File: config.mk
export PLATFORM = sky130hd
export DESIGN_NAME = multicycle_control_flat
export DESIGN_NICKNAME = d
export VERILOG_FILES = /design/src/rtl/mips_ctrl_pkg.sv /design/src/rtl/multicycle_control_if.sv /design/src/rtl/mem_watchdog.sv /design/src/rtl/multicycle_control.sv /design/src/flat_wrapper.sv
export SDC_FILE = /design/constraint.sdc
export NUM_CORES = 1
export LEC_CHECK = 0
export ABC_AREA = 1
export CAP_MARGIN = 20
export CORE_ASPECT_RATIO = 0.7
export CORE_MARGIN = 3
export CORE_UTILIZATION = 45
export CTS_CLUSTER_SIZE = 25
export DETAILED_ROUTE_END_ITERATION = 8
export PLACE_DENSITY_LB_ADDON = 0.2
export SETUP_SLACK_MARGIN = 0.2
export SYNTH_ARGS = -nofsm -noshare
export SYNTH_HDL_FRONTEND = slang
export SYNTH_SLANG_ARGS = --single-unit
File: constraint.sdc
create_clock -name clk -period 2.2 [get_ports clk]
set_input_delay 0.55 -clock clk [delete_from_list [all_inputs] [get_ports clk]]
set_output_delay 0.55 -clock clk [all_outputs]
set_load 0.1 [all_outputs]
File: src/rtl/mips_ctrl_pkg.sv
// Shared encodings for the multicycle MIPS control path: FSM states, opcodes,
// funct codes, ALUOp codes (also decoded by the ALU control block) and mux selects.
package mips_ctrl_pkg;

    typedef enum logic [3:0] {
        S_FETCH     = 4'd0,
        S_DECODE    = 4'd1,
        S_MEM_ADDR  = 4'd2,
        S_MEM_READ  = 4'd3,
        S_MEM_WB    = 4'd4,
        S_MEM_WRITE = 4'd5,
        S_R_EXEC    = 4'd6,
        S_R_WB      = 4'd7,
        S_I_EXEC    = 4'd8,
        S_I_WB      = 4'd9,
        S_BRANCH    = 4'd10,
        S_JUMP      = 4'd11,
        S_JR        = 4'd12,
        S_JAL       = 4'd13
    } state_t;

    localparam logic [5:0] OP_RTYPE = 6'h00;
    localparam logic [5:0] OP_J     = 6'h02;
    localparam logic [5:0] OP_JAL   = 6'h03;
    localparam logic [5:0] OP_BEQ   = 6'h04;
    localparam logic [5:0] OP_BNE   = 6'h05;
    localparam logic [5:0] OP_ADDI  = 6'h08;
    localparam logic [5:0] OP_ANDI  = 6'h0C;
    localparam logic [5:0] OP_ORI   = 6'h0D;
    localparam logic [5:0] OP_LUI   = 6'h0F;
    localparam logic [5:0] OP_LW    = 6'h23;
    localparam logic [5:0] OP_SW    = 6'h2B;

    localparam logic [5:0] F_SLL = 6'h00;
    localparam logic [5:0] F_SRL = 6'h02;
    localparam logic [5:0] F_JR  = 6'h08;
    localparam logic [5:0] F_ADD = 6'h20;
    localparam logic [5:0] F_SUB = 6'h22;
    localparam logic [5:0] F_AND = 6'h24;
    localparam logic [5:0] F_OR  = 6'h25;
    localparam logic [5:0] F_NOR = 6'h27;

    localparam logic [2:0] ALUOP_LUI   = 3'b000;
    localparam logic [2:0] ALUOP_BR    = 3'b001;
    localparam logic [2:0] ALUOP_LW    = 3'b010;
    localparam logic [2:0] ALUOP_SW    = 3'b011;
    localparam logic [2:0] ALUOP_ADD   = 3'b100;
    localparam logic [2:0] ALUOP_ORI   = 3'b101;
    localparam logic [2:0] ALUOP_ANDI  = 3'b110;
    localparam logic [2:0] ALUOP_RTYPE = 3'b111;

    localparam logic [1:0] PCSRC_ALU    = 2'b00;
    localparam logic [1:0] PCSRC_ALUOUT = 2'b01;
    localparam logic [1:0] PCSRC_JUMP   = 2'b10;
    localparam logic [1:0] PCSRC_REGA   = 2'b11;

    localparam logic [1:0] SRCB_B      = 2'b00;
    localparam logic [1:0] SRCB_4      = 2'b01;
    localparam logic [1:0] SRCB_IMM    = 2'b10;
    localparam logic [1:0] SRCB_IMM_SH = 2'b11;

    localparam logic [1:0] REGDST_RT = 2'b00;
    localparam logic [1:0] REGDST_RD = 2'b01;
    localparam logic [1:0] REGDST_RA = 2'b10;

    localparam logic [1:0] M2R_ALU = 2'b00;
    localparam logic [1:0] M2R_MDR = 2'b01;
    localparam logic [1:0] M2R_PC  = 2'b10;

    function automatic logic is_rtype_funct(input logic [5:0] f);
        return (f == F_ADD) || (f == F_SUB) || (f == F_AND) || (f == F_OR) ||
               (f == F_NOR) || (f == F_SLL) || (f == F_SRL);
    endfunction

endpackage

File: src/rtl/multicycle_control_if.sv
// Instruction fields, status inputs and datapath control lines of the multicycle controller.
interface multicycle_control_if;
    logic [5:0] opcode;
    logic [5:0] funct;
    logic       zero;
    logic       mem_ready;
    logic       mem_read;
    logic       mem_write;
    logic       i_or_d;
    logic       ir_write;
    logic       pc_write;
    logic [1:0] pc_source;
    logic       alu_src_a;
    logic [1:0] alu_src_b;
    logic [2:0] alu_op;
    logic [1:0] reg_dst;
    logic [1:0] mem_to_reg;
    logic       reg_write;
    logic       instr_done;
    logic       illegal_op;
    logic       mem_timeout;

    modport master (
        input  opcode, funct, zero, mem_ready,
        output mem_read, mem_write, i_or_d, ir_write, pc_write, pc_source,
               alu_src_a, alu_src_b, alu_op, reg_dst, mem_to_reg, reg_write,
               instr_done, illegal_op, mem_timeout
    );

    modport slave (
        output opcode, funct, zero, mem_ready,
        input  mem_read, mem_write, i_or_d, ir_write, pc_write, pc_source,
               alu_src_a, alu_src_b, alu_op, reg_dst, mem_to_reg, reg_write,
               instr_done, illegal_op, mem_timeout
    );
endinterface

File: src/rtl/mem_watchdog.sv
// Counts stalled cycles in a memory-wait state; flags expiry at MEM_TIMEOUT (0 = never).
module mem_watchdog #(
    parameter int MEM_TIMEOUT = 255
) (
    input  logic clk,
    input  logic reset,
    input  logic waiting,
    input  logic mem_ready,
    input  logic leave,
    output logic expired
);
    localparam int W = (MEM_TIMEOUT > 0) ? $clog2(MEM_TIMEOUT + 1) : 1;

    logic [W-1:0] cnt;

    // mem_ready on the expiry cycle suppresses the timeout
    assign expired = (MEM_TIMEOUT > 0) && waiting && !mem_ready && (cnt == W'(MEM_TIMEOUT));

    always_ff @(posedge clk) begin
        if (reset || leave || expired)
            cnt <= '0;
        else if (waiting && !mem_ready)
            cnt <= cnt + 1'b1;
    end
endmodule

File: src/rtl/multicycle_control.sv
// Multicycle MIPS main control FSM; opcode 03 (JAL) is decoded only when
// MULTICYCLE_CONTROL_JAL_EN is defined, otherwise it is reported as illegal.
module multicycle_control
    import mips_ctrl_pkg::*;
#(
    parameter int MEM_TIMEOUT = 255
) (
    input  logic                 clk,
    input  logic                 reset,
    multicycle_control_if.master bus
);
    state_t state, state_next;
    logic   waiting, leave, expired;

    assign waiting = (state == S_FETCH) || (state == S_MEM_READ) || (state == S_MEM_WRITE);
    assign leave   = (state_next != state);

    mem_watchdog #(.MEM_TIMEOUT(MEM_TIMEOUT)) u_wdog (
        .clk       (clk),
        .reset     (reset),
        .waiting   (waiting),
        .mem_ready (bus.mem_ready),
        .leave     (leave),
        .expired   (expired)
    );

    always_ff @(posedge clk) begin
        if (reset) state <= S_FETCH;
        else       state <= state_next;
    end

    always_comb begin
        state_next      = state;
        bus.mem_read    = 1'b0;
        bus.mem_write   = 1'b0;
        bus.i_or_d      = 1'b0;
        bus.ir_write    = 1'b0;
        bus.pc_write    = 1'b0;
        bus.pc_source   = PCSRC_ALU;
        bus.alu_src_a   = 1'b0;
        bus.alu_src_b   = SRCB_B;
        bus.alu_op      = ALUOP_LUI;
        bus.reg_dst     = REGDST_RT;
        bus.mem_to_reg  = M2R_ALU;
        bus.reg_write   = 1'b0;
        bus.instr_done  = 1'b0;
        bus.illegal_op  = 1'b0;
        bus.mem_timeout = 1'b0;

        // while reset is high every control line stays low
        if (!reset) begin
            case (state)
                S_FETCH: begin
                    bus.mem_read  = 1'b1;
                    bus.alu_src_b = SRCB_4;
                    bus.alu_op    = ALUOP_ADD;
                    bus.ir_write  = bus.mem_ready;
                    bus.pc_write  = bus.mem_ready;
                    if (bus.mem_ready) state_next = S_DECODE;
                end
                S_DECODE: begin
                    bus.alu_src_b = SRCB_IMM_SH;
                    bus.alu_op    = ALUOP_ADD;
                    state_next    = S_FETCH;
                    case (bus.opcode)
                        OP_RTYPE: begin
                            if (bus.funct == F_JR)              state_next = S_JR;
                            else if (is_rtype_funct(bus.funct)) state_next = S_R_EXEC;
                            else                                bus.illegal_op = 1'b1;
                        end
                        OP_LW, OP_SW:                     state_next = S_MEM_ADDR;
                        OP_ADDI, OP_ANDI, OP_ORI, OP_LUI: state_next = S_I_EXEC;
                        OP_BEQ, OP_BNE:                   state_next = S_BRANCH;
                        OP_J:                             state_next = S_JUMP;
`ifdef MULTICYCLE_CONTROL_JAL_EN
                        OP_JAL:                           state_next = S_JAL;
`endif
                        default:                          bus.illegal_op = 1'b1;
                    endcase
                end
                S_MEM_ADDR: begin
                    bus.alu_src_a = 1'b1;
                    bus.alu_src_b = SRCB_IMM;
                    bus.alu_op    = (bus.opcode == OP_LW) ? ALUOP_LW : ALUOP_SW;
                    state_next    = (bus.opcode == OP_LW) ? S_MEM_READ : S_MEM_WRITE;
                end
                S_MEM_READ: begin
                    bus.mem_read = 1'b1;
                    bus.i_or_d   = 1'b1;
                    if (bus.mem_ready) state_next = S_MEM_WB;
                end
                S_MEM_WB: begin
                    bus.reg_write  = 1'b1;
                    bus.reg_dst    = REGDST_RT;
                    bus.mem_to_reg = M2R_MDR;
                    bus.instr_done = 1'b1;
                    state_next     = S_FETCH;
                end
                S_MEM_WRITE: begin
                    bus.mem_write = 1'b1;
                    bus.i_or_d    = 1'b1;
                    if (bus.mem_ready) begin
                        bus.instr_done = 1'b1;
                        state_next     = S_FETCH;
                    end
                end
                S_R_EXEC: begin
                    bus.alu_src_a = 1'b1;
                    bus.alu_src_b = SRCB_B;
                    bus.alu_op    = ALUOP_RTYPE;
                    state_next    = S_R_WB;
                end
                S_R_WB: begin
                    bus.reg_write  = 1'b1;
                    bus.reg_dst    = REGDST_RD;
                    bus.mem_to_reg = M2R_ALU;
                    bus.instr_done = 1'b1;
                    state_next     = S_FETCH;
                end
                S_I_EXEC: begin
                    bus.alu_src_a = 1'b1;
                    bus.alu_src_b = SRCB_IMM;
                    case (bus.opcode)
                        OP_ORI:  bus.alu_op = ALUOP_ORI;
                        OP_ANDI: bus.alu_op = ALUOP_ANDI;
                        OP_LUI:  bus.alu_op = ALUOP_LUI;
                        default: bus.alu_op = ALUOP_ADD;
                    endcase
                    state_next = S_I_WB;
                end
                S_I_WB: begin
                    bus.reg_write  = 1'b1;
                    bus.reg_dst    = REGDST_RT;
                    bus.mem_to_reg = M2R_ALU;
                    bus.instr_done = 1'b1;
                    state_next     = S_FETCH;
                end
                S_BRANCH: begin
                    bus.alu_src_a  = 1'b1;
                    bus.alu_src_b  = SRCB_B;
                    bus.alu_op     = ALUOP_BR;
                    bus.pc_source  = PCSRC_ALUOUT;
                    bus.pc_write   = bus.zero ^ (bus.opcode == OP_BNE);
                    bus.instr_done = 1'b1;
                    state_next     = S_FETCH;
                end
                S_JUMP: begin
                    bus.pc_source  = PCSRC_JUMP;
                    bus.pc_write   = 1'b1;
                    bus.instr_done = 1'b1;
                    state_next     = S_FETCH;
                end
                S_JR: begin
                    bus.pc_source  = PCSRC_REGA;
                    bus.pc_write   = 1'b1;
                    bus.instr_done = 1'b1;
                    state_next     = S_FETCH;
                end
`ifdef MULTICYCLE_CONTROL_JAL_EN
                S_JAL: begin
                    bus.pc_source  = PCSRC_JUMP;
                    bus.pc_write   = 1'b1;
                    bus.reg_write  = 1'b1;
                    bus.reg_dst    = REGDST_RA;
                    bus.mem_to_reg = M2R_PC;
                    bus.instr_done = 1'b1;
                    state_next     = S_FETCH;
                end
`endif
                default: state_next = S_FETCH;
            endcase

            // watchdog expiry abandons the access without retiring
            if (expired) begin
                bus.mem_read    = 1'b0;
                bus.mem_write   = 1'b0;
                bus.ir_write    = 1'b0;
                bus.pc_write    = 1'b0;
                bus.instr_done  = 1'b0;
                bus.mem_timeout = 1'b1;
                state_next      = S_FETCH;
            end
        end
    end
endmodule

File: src/flat_wrapper.sv
// flat-port wrapper written by rule: the top's interface ports become plain ports
module multicycle_control_flat import mips_ctrl_pkg::*;
#(
    parameter int MEM_TIMEOUT = 255
)
  (clk, reset, bus_opcode, bus_funct, bus_zero, bus_mem_ready, bus_mem_read, bus_mem_write, bus_i_or_d, bus_ir_write, bus_pc_write, bus_pc_source, bus_alu_src_a, bus_alu_src_b, bus_alu_op, bus_reg_dst, bus_mem_to_reg, bus_reg_write, bus_instr_done, bus_illegal_op, bus_mem_timeout);
  multicycle_control_if bus_i ();
  input  logic clk;
  input  logic reset;
  input wire logic [$bits(bus_i.opcode)-1:0] bus_opcode;
  input wire logic [$bits(bus_i.funct)-1:0] bus_funct;
  input wire logic [$bits(bus_i.zero)-1:0] bus_zero;
  input wire logic [$bits(bus_i.mem_ready)-1:0] bus_mem_ready;
  output wire logic [$bits(bus_i.mem_read)-1:0] bus_mem_read;
  output wire logic [$bits(bus_i.mem_write)-1:0] bus_mem_write;
  output wire logic [$bits(bus_i.i_or_d)-1:0] bus_i_or_d;
  output wire logic [$bits(bus_i.ir_write)-1:0] bus_ir_write;
  output wire logic [$bits(bus_i.pc_write)-1:0] bus_pc_write;
  output wire logic [$bits(bus_i.pc_source)-1:0] bus_pc_source;
  output wire logic [$bits(bus_i.alu_src_a)-1:0] bus_alu_src_a;
  output wire logic [$bits(bus_i.alu_src_b)-1:0] bus_alu_src_b;
  output wire logic [$bits(bus_i.alu_op)-1:0] bus_alu_op;
  output wire logic [$bits(bus_i.reg_dst)-1:0] bus_reg_dst;
  output wire logic [$bits(bus_i.mem_to_reg)-1:0] bus_mem_to_reg;
  output wire logic [$bits(bus_i.reg_write)-1:0] bus_reg_write;
  output wire logic [$bits(bus_i.instr_done)-1:0] bus_instr_done;
  output wire logic [$bits(bus_i.illegal_op)-1:0] bus_illegal_op;
  output wire logic [$bits(bus_i.mem_timeout)-1:0] bus_mem_timeout;
  assign bus_i.opcode = bus_opcode;
  assign bus_i.funct = bus_funct;
  assign bus_i.zero = bus_zero;
  assign bus_i.mem_ready = bus_mem_ready;
  assign bus_mem_read = bus_i.mem_read;
  assign bus_mem_write = bus_i.mem_write;
  assign bus_i_or_d = bus_i.i_or_d;
  assign bus_ir_write = bus_i.ir_write;
  assign bus_pc_write = bus_i.pc_write;
  assign bus_pc_source = bus_i.pc_source;
  assign bus_alu_src_a = bus_i.alu_src_a;
  assign bus_alu_src_b = bus_i.alu_src_b;
  assign bus_alu_op = bus_i.alu_op;
  assign bus_reg_dst = bus_i.reg_dst;
  assign bus_mem_to_reg = bus_i.mem_to_reg;
  assign bus_reg_write = bus_i.reg_write;
  assign bus_instr_done = bus_i.instr_done;
  assign bus_illegal_op = bus_i.illegal_op;
  assign bus_mem_timeout = bus_i.mem_timeout;
  multicycle_control #(.MEM_TIMEOUT(MEM_TIMEOUT)) u_core (.clk(clk), .reset(reset), .bus(bus_i));
endmodule
==> summary.md, run 1 <==
| Metric | Value |
|---|---|
| Status | did not finish |
| Halt Stage | clock tree synthesis (4_1_cts) |
| Error | [ERROR DPL-0038] Utilization greater than 100%, impossible to legalize |
| Root buffer cell | clkbuf_8 |
| Yosys reg bits | 12 |
| Post-CTS resize count | 90 |
| Unique masters post-synth | 30 |
| H-tree depth | 1 |
| HPWL after DPL | 4.16 mm |
| Post-CTS Setup Bufs | 17 |
| Cells after synthesis | 222 |
| Starting density of the core | 49.7% |
| Height of the die | 50.6 µm |
| GPL Wtd Cong | 0.945 |
| Register area share after synthesis | 18.8% |
| CTS Hold Bufs | 0 |
| Mean Syn Cell Area | 5.75 µm² |
| Number of cell rows | 15 |
| Num CTS Buffers | 3 |
| Placed inst area | 2310 µm² |
| Synth area leaders | dfxtp_1 (19%), nand2_1 (13%), nor2_1 (11%), inv_1 (8.8%), nor2_2 (7.3%) |
| I/O pins | 37 |
| Max Root-Sink Buffers | 2 |
| Synth Cell Area | 1280 µm² |
| CTS sink cnt | 12 |
| Synth area leader | dfxtp_1 |
| PortBufs | 34 |
| Yosys top cell area share | 18.8% |
| Die Wd | 69.7 µm |
| Synth warnings | 0 |
==> through the flow <==
| stage | TNS [ns] | std cells | util [%] | setup WS [ns] |
|---|---|---|---|---|
| after detailed placement | -7.90 | 318 | 89.9 | -0.517 |
| after global placement | -6.05 | 318 | 89.9 | -0.446 |
| after floorplan | -3.01 | 223 | - | -1.19 |
==> synth_stat cells <==
library cell  instances
inv_1                30
o21a_1                1
buf_2                 1
nand3_1              16
o21ai_1               1
a21oi_1               7
nor2_4                3
nor2_1               38
nor4_1                1
conb_1                1
nand2_2               7
nor3_2                1
clkbuf_1              2
nand2_1              45
nand2_4               2
nand3_2               2
o211ai_1              2
xnor2_1               3
nor3_1                5
dfxtp_1              12
nand4_1               6
buf_4                 2
nand3b_1              1
or2_2                 2
ha_1                  1
inv_2                 5
xor2_1                4
nor2_2               15
o21ai_0               3
a31oi_1               3
==> logic make-up after synthesis <==
| logic type | after synthesis | synth area share (%) |
|---|---|---|
| AND/OR/NAND/NOR | 144 | 55.1 |
| flip-flops | 12 | 18.8 |
| buffers and inverters | 40 | 12.4 |
| XOR/XNOR | 7 | 4.80 |
| other | 1 | 0.294 |
| adder cells (fa/ha/maj) | 1 | 0.979 |
| AO/OA/AOI/OAI | 17 | 7.54 |
==> inputs of run 2 (changes only) <==
--- a/config.mk
+++ b/config.mk
@@ -7,13 +7,10 @@
 export LEC_CHECK = 0
 export ABC_AREA = 1
 export CAP_MARGIN = 20
-export CORE_ASPECT_RATIO = 0.7
 export CORE_MARGIN = 3
-export CORE_UTILIZATION = 45
-export CTS_CLUSTER_SIZE = 25
+export CORE_UTILIZATION = 30
 export DETAILED_ROUTE_END_ITERATION = 8
-export PLACE_DENSITY_LB_ADDON = 0.2
-export SETUP_SLACK_MARGIN = 0.2
+export PLACE_DENSITY_LB_ADDON = 0.15
 export SYNTH_ARGS = -nofsm -noshare
 export SYNTH_HDL_FRONTEND = slang
 export SYNTH_SLANG_ARGS = --single-unit
==> summary.md, run 2 <==
| Metric | Value |
|---|---|
| Largest regs | u_core.u_wdog.cnt x8, u_core.state x4 |
| Starting density of the core | 31.5% (-18 points) |
| Post-Place Cells | 335 (+5.3%) |
| CTS sink cnt | 12 (unchanged) |
| Static leakage | 1.14 nW |
| Layout area overhead | 109% |
| Async S/R FF share, synth | 0% (unchanged) |
| Power Density | 311 nW/µm² |
| Setup CP Type | reg2out |
| Synth area leaders | dfxtp_1 (19%), nand2_1 (13%), nor2_1 (11%), inv_1 (8.8%), nor2_2 (7.3%) |
| PortBufs | 34 (unchanged) |
| Overflow after GRT | 0 |
| Mean Syn Cell Area | 5.75 µm² (unchanged) |
| Vias in the first global route | 1655 |
| Critical path launch point type | register |
| Combinational share of power | 43.5% |
| Status | complete, but fails checks |
| GRT Util Overall | 16.6% |
| I/O pins | 37 (unchanged) |
| Initial antenna violation count | 0 |
| Root buffer cell | clkbuf_8 |
| Power, Total | 0.000828 W |
| Max reg flops | 8 |
| Final worst path period need | 2.23 ns |
| Peak supply drop | 0.000238 V |
| Finished Layout Cells | 355 |
| Drt total wl | 4.12 mm |
| CP max stage cell | dfxtp_4 |
| Top FF cell, synth | dfxtp_1 |
| Register area share after synthesis | 18.8% (unchanged) |
| Worst Skew | 0.000963 ns |
| Worst-path fanout max | 4 |
| Most frequent cells in the layout | buf_4 (46), nand2_1 (33), nor2_4 (24) |
| Clock power share | 28.7% |
| Pint | 0.000518 W |
| PnR worst setup slack | -0.0336 ns |
| Synth Cell Area | 1280 µm² (unchanged) |
| First-pass DRT Iterations | 4 |
| Detail Route Antenna Nets | 0 |
| Worst R2R Setup Slack | 0.12 ns |
| Yosys reg bits | 12 (unchanged) |
| Num CTS Buffers | 3 (unchanged) |
| Worst EP arrival | 1.68 ns |
| Clock latency on the worst-skew pair | 0.24 ns |
| Cells after synthesis | 222 (unchanged) |
| Max Root-Sink Buffers | 2 (unchanged) |
| Final slew viol count | 0 |
| Height of the die | 71.3 µm (+41%) |
| Max Fclk | 448 MHz |
| GPL Wtd Cong | 0.878 (-7.1%) |
| Drt drc | 0 |
| Seq pwr share | 27.8% |
| Switch Pwr | 0.000310 W |
| Largest Register | u_core.u_wdog.cnt |
| Largest net degree at the start of global routing | 9 |
| DR vias | 1683 |
| Initial DRC count | 85 |
| Endpoints failing setup | 2 |
| Yosys top cell area share | 18.8% (unchanged) |
| Core area | 4060 µm² |
| Max Cap Violations | 0 |
| Final Hold Viols | 0 |
| HP Class | reg2reg |
| Number of flops mapped to enable cells by yosys | 0 (unchanged) |
| Synth area leader | dfxtp_1 |
| Die ar. | 5080 µm² |
| Switching Fraction | 37.4% |
| Critical path's largest stage delay | 0.39 ns |
| CP Data Required Time | 1.65 ns |
| Drt wl/cell | 11.6 µm |
| Layout cell share with drive strength beyond 1 | 61.6% |
| RSZ-0062 raised after global routing | true |
| Unique masters post-synth | 30 (unchanged) |
| H-tree depth | 1 (unchanged) |
| Violated checks | setup timing |
| Total Neg Setup Slack | -0.0375 ns |
| Via density | 4.74 |
| CTS tree | done |
| Critical path endpoint category | output port |
| Global-route wire length before repair | 7.01 mm |
| Most frequent cells after synthesis | nand2_1 (45), nor2_1 (38), inv_1 (30) |
| Most frequent cell after synthesis | nand2_1 |
| Clk slew on worst S/H paths | 0.05 ns |
| Number of cell rows | 23 (+8) |
| Die Wd | 71.3 µm (+2.3%) |
| Diodes inserted | 0 |
| Crit-path cells | inv_2 -> nor2_4 -> inv_2 -> nor2_4 -> inv_2 -> a31oi_4 -> a31oi_4 -> clkinvlp_4 -> buf_12 |
| Synth warnings | 0 (unchanged) |
| Period utilization | 102% |
| CTS Hold Bufs | 0 (unchanged) |
| HPWL after DPL | 2.93 mm (-30%) |
| Final net count | 323 |
| CP dominant cell by count | inv_2 |
| Commonest non-fill, non-tap cell in the layout | buf_4 |
-- run 2: worst paths after layout --
kind,start,endpoint,cells past startpoint
worst min register to register,u_core.u_wdog.cnt[0],u_core.u_wdog.cnt[0],3
worst max-delay path,u_core.state[3],bus_alu_op[2],9
worst min-delay path,u_core.u_wdog.cnt[0],u_core.u_wdog.cnt[0],3
worst max register to register,u_core.state[2],u_core.u_wdog.cnt[1],15
-- run 2: stage by stage --
| step | area (µm²) | util [%] | worst slack, ns | hold WS [ns] |
|---|---|---|---|---|
| 2_1_floorplan | 1500 | - | -1.19 | 0.516 |
| 3_3_place_gp | 2300 | 56.6 | -0.447 | 0.535 |
| 3_5_place_dp | 2300 | 56.6 | -0.473 | 0.548 |
| 4_1_cts | 2540 | 62.5 | -0.0436 | 0.563 |
| 5_1_grt | 2660 | 65.6 | -0.0929 | 0.590 |
| 6_report | 2660 | 65.6 | -0.0336 | 0.555 |
-- run 2: cells by family (layout without fill, tap and decap cells) --
kind of cell	count (synthesis)	in the layout	synth area share [%]
AOI/OAI and AO/OA	17	17	7.54
xor gates and xnor gates	7	7	4.80
adders and majority gates	1	1	0.979
buffers and inverters	40	122	12.4
DFF	12	12	18.8
other	1	2	0.294
and+or+nand+nor	144	144	55.1
-- run 2: power groups by stage --
| stage | sequential (W) | combinational [W] | clock (W) |
|---|---|---|---|
| 2_1_floorplan | 0.000231 | 0.000211 | 0 |
| 3_3_place_gp | 0.000235 | 0.000329 | 0 |
| 3_5_place_dp | 0.000235 | 0.000329 | 0 |
| 4_1_cts | 0.000229 | 0.000344 | 0.000244 |
| 5_1_grt | 0.000230 | 0.000384 | 0.000256 |
| 6_report | 0.000230 | 0.000360 | 0.000238 |
-- run 2: layout make-up --
type	instances	area (µm²)
clock buffers	4	55.1
repair buffers	83	887
fillers	340	1390
well taps	50	62.6
multi-input cells	171	1260
flip-flops and latches	12	258
inverters	35	140
-- run 2: per-layer routing --
layer	vias to the layer above	GRT usage (%)	share of wire, %
li1	861	-	-
met1	769	21.7	44
met2	44	28.6	50
met3	9	3.23	5.0
met4	0	2.92	1.2
met5	-	0	0
-- run 2: repair_timing --
action	CTS	global route
gates cloned	0	0
endpoints found under the setup margin	24	19
buffers inserted	12	5
gates resized for setup	85	39
pin swaps	24	25
-- run 2: worst max-delay path, delay by kind of cell (launching register included) --
| kind | cells | cell delay [ns] |
|---|---|---|
| and+or+nand+nor | 2 | 0.24 |
| AOI/OAI and AO/OA | 2 | 0.32 |
| DFF | 1 | 0.39 |
| buffers and inverters | 5 | 0.49 |
Power figures use the tool's default switching activity.
==> inputs of run 3 (changes only) <==
--- a/config.mk
+++ b/config.mk
@@ -11,6 +11,7 @@
 export CORE_UTILIZATION = 30
 export DETAILED_ROUTE_END_ITERATION = 8
 export PLACE_DENSITY_LB_ADDON = 0.15
+export SLEW_MARGIN = 20
 export SYNTH_ARGS = -nofsm -noshare
 export SYNTH_HDL_FRONTEND = slang
 export SYNTH_SLANG_ARGS = --single-unit
==> results of run 3 <==
Final layout, timing and power as in run 2 (identical DEF).
==> inputs of run 4 (changes only) <==
--- a/config.mk
+++ b/config.mk
@@ -8,7 +8,7 @@
 export ABC_AREA = 1
 export CAP_MARGIN = 20
 export CORE_MARGIN = 3
-export CORE_UTILIZATION = 30
+export CORE_UTILIZATION = 25
 export DETAILED_ROUTE_END_ITERATION = 8
 export PLACE_DENSITY_LB_ADDON = 0.15
 export SLEW_MARGIN = 20
==> summary.md, run 4 (synthesized netlist as in run 2, its figures left out) <==
| Metric | Value |
|---|---|
| Status | complete, but fails checks |
| Violated checks | setup timing |
| Total Neg Setup Slack | -0.0103 ns (+0.0271 ns) |
| Worst Skew | 0.00201 ns (+0.00105 ns) |
| Die Wd | 77.5 µm (+8.7%) |
| Worst-path fanout max | 4 (unchanged) |
| Detail Route Antenna Nets | 0 (unchanged) |
| Power, Total | 0.000819 W (-1.0%) |
| Via density | 4.29 (-9.6%) |
| CTS Hold Bufs | 0 (unchanged) |
| Overflow after GRT | 0 (unchanged) |
| Hold path startpoint | u_core.u_wdog.cnt[7] |
| Largest Register | u_core.u_wdog.cnt |
| Critical path launch point type | register |
| Peak supply drop | 0.000235 V (-1.3%) |
| Final Hold Viols | 0 (unchanged) |
| Placed inst area | 2320 µm² (+0.93%) |
| Setup CP Type | reg2out |
| Commonest non-fill, non-tap cell in the layout | buf_4 |
| Largest net degree at the start of global routing | 9 (unchanged) |
| H-tree depth | 1 (unchanged) |
| Critical path endpoint category | output port |
| Most frequent cells in the layout | buf_4 (46), nand2_1 (42), inv_1 (22) |
| Final net count | 323 (unchanged) |
| Period utilization | 100% (-1.1 points) |
| Die ar. | 6000 µm² (+18%) |
| Layout cell share with drive strength beyond 1 | 56.7% (-4.9 points) |
| HPWL after DPL | 2.99 mm (+2.1%) |
| Worst R2R Setup Slack | 0.30 ns (+0.18 ns) |
| Power Density | 311 nW/µm² (+0.21%) |
| First-pass DRT Iterations | 4 (unchanged) |
| Starting density of the core | 26.5% (-5.0 points) |
| Post-route cell area | 2630 µm² (-1.2%) |
| Number of cell rows | 25 (+8.7%) |
| Initial DRC count | 64 (-25%) |
| Reg2Reg Depth | 14 (-1) |
| Clock latency on the worst-skew pair | 0.24 ns (about the same) |
| Diodes inserted | 0 (unchanged) |
| RSZ-0062 raised after global routing | true |
| Hold Slack | 0.552 ns (-0.00230 ns) |
| Final Util | 54.6% (-11 points) |
| Worst r2r src | u_core.state[2] |
| Crit path from | u_core.state[3] |
| Hold depth | 2 (-1) |
| Static leakage | 1.13 nW (-0.53%) |
| I/O pins | 37 (unchanged) |
| Hold endpoint | u_core.u_wdog.cnt[7] |
| CTS sink cnt | 12 (unchanged) |
| Initial antenna violation count | 0 (unchanged) |
| Layout area overhead | 106% |
| Drt drc | 0 (unchanged) |
| Clk slew on worst S/H paths | 0.05 ns (about the same) |
| Root buffer cell | clkbuf_8 |
| PortBufs | 34 (unchanged) |
| Drt total wl | 3.84 mm (-6.9%) |
| GPL Wtd Cong | 0.841 (-4.2%) |
| Vias in the first global route | 1538 (-7.1%) |
| HP Class | reg2reg |
| RR Endpoint | u_core.u_wdog.cnt[5] |
| Endpoints failing setup | 1 (-1) |
| Num CTS Buffers | 3 (unchanged) |
| GRT Util Overall | 13.2% (-3.3 points) |
| Max Cap Violations | 0 (unchanged) |
| Max Fclk | 452 MHz (+1.1%) |
| Global-route wire length before repair | 6.66 mm (-5.0%) |
| CP Data Required Time | 1.65 ns (about the same) |
| Final worst path period need | 2.21 ns (-0.0233 ns) |
| Worst EP arrival | 1.66 ns (-0.02 ns) |
| Final slew viol count | 0 (unchanged) |
| Max Root-Sink Buffers | 2 (unchanged) |
| Drt wl/cell | 10.3 µm (-11%) |
| Height of the die | 77.5 µm (+8.7%) |
| Max reg flops | 8 (unchanged) |
| Largest regs | u_core.u_wdog.cnt x8, u_core.state x4 |
| Core area | 4820 µm² (+19%) |
| CTS tree | done |
| DR vias | 1595 (-5.2%) |
| PnR worst setup slack | -0.0103 ns (+0.0233 ns) |
run 4: changes by cell type in the layout (fill, tap and decap cells not counted), moves of 2 or more:
cell and delta:
nor2_4 -3, buf_2 +4, inv_1 +2, nand2_1 +9, nand2_2 -10, nor2_1 +2
dfxtp_1 +2, dfxtp_2 -2, inv_2 -3
run 4: where the power goes:
group / internal (W) / total [W] / leakage [nW] / switching [W]
logic: 0.000138 / 0.000352 / 1.00 / 0.000214
registers: 0.000220 / 0.000229 / 0.100 / 0.00000882
clock network: 0.000158 / 0.000238 / 0.0288 / 0.0000802
total: 0.000516 / 0.000819 / 1.13 / 0.000303
run 4: worst max-delay path by stage:
stage,endpoint,slack [ns]
final,bus_alu_op[2],-0.01
after global routing,bus_instr_done,-0.1
after CTS,bus_alu_op[2],-0.02
after global placement,bus_alu_op[0],-0.45
after detailed placement,bus_alu_op[0],-0.46
after floorplan,bus_illegal_op,-1.19
run 4: cell type report:
cell class                      instances  area, µm²
Tap cell                               67       83.8
Sequential cell                        12        255
Multi-Input combinational cell        171       1220
Timing Repair Buffer                   83        870
Clock buffer                            4       55.1
Inverter                               35        143
Fill cell                             475       2190
run 4: layer usage:
layer	vias to the layer above	share of wire, %	track usage, %
li1	869	-	-
met1	690	47	17.7
met2	36	47	21.1
met3	0	5.8	3.83
met4	0	0	2.85
met5	-	0	0
run 4: what timing repair did:
item	CTS	global route
buffers inserted	11	5
resized for setup	84	21
endpoints found under the setup margin	27	17
pin swaps	29	15
run 4: critical path, cell delays in order, from the launching register on:
cell        delay, ns
dfxtp_4          0.39
inv_4            0.05
nor2_4           0.15
inv_2            0.08
nor2_4           0.11
inv_4            0.05
a31oi_4          0.21
a31oi_4          0.11
clkinvlp_4       0.09
buf_12           0.16
run 4: per-stage QoR:
step	worst slack, ns	cells
3_5_place_dp	-0.462	352
4_1_cts	-0.0241	367
6_report	-0.0103	372
5_1_grt	-0.0997	372
3_3_place_gp	-0.448	352
2_1_floorplan	-1.19	223
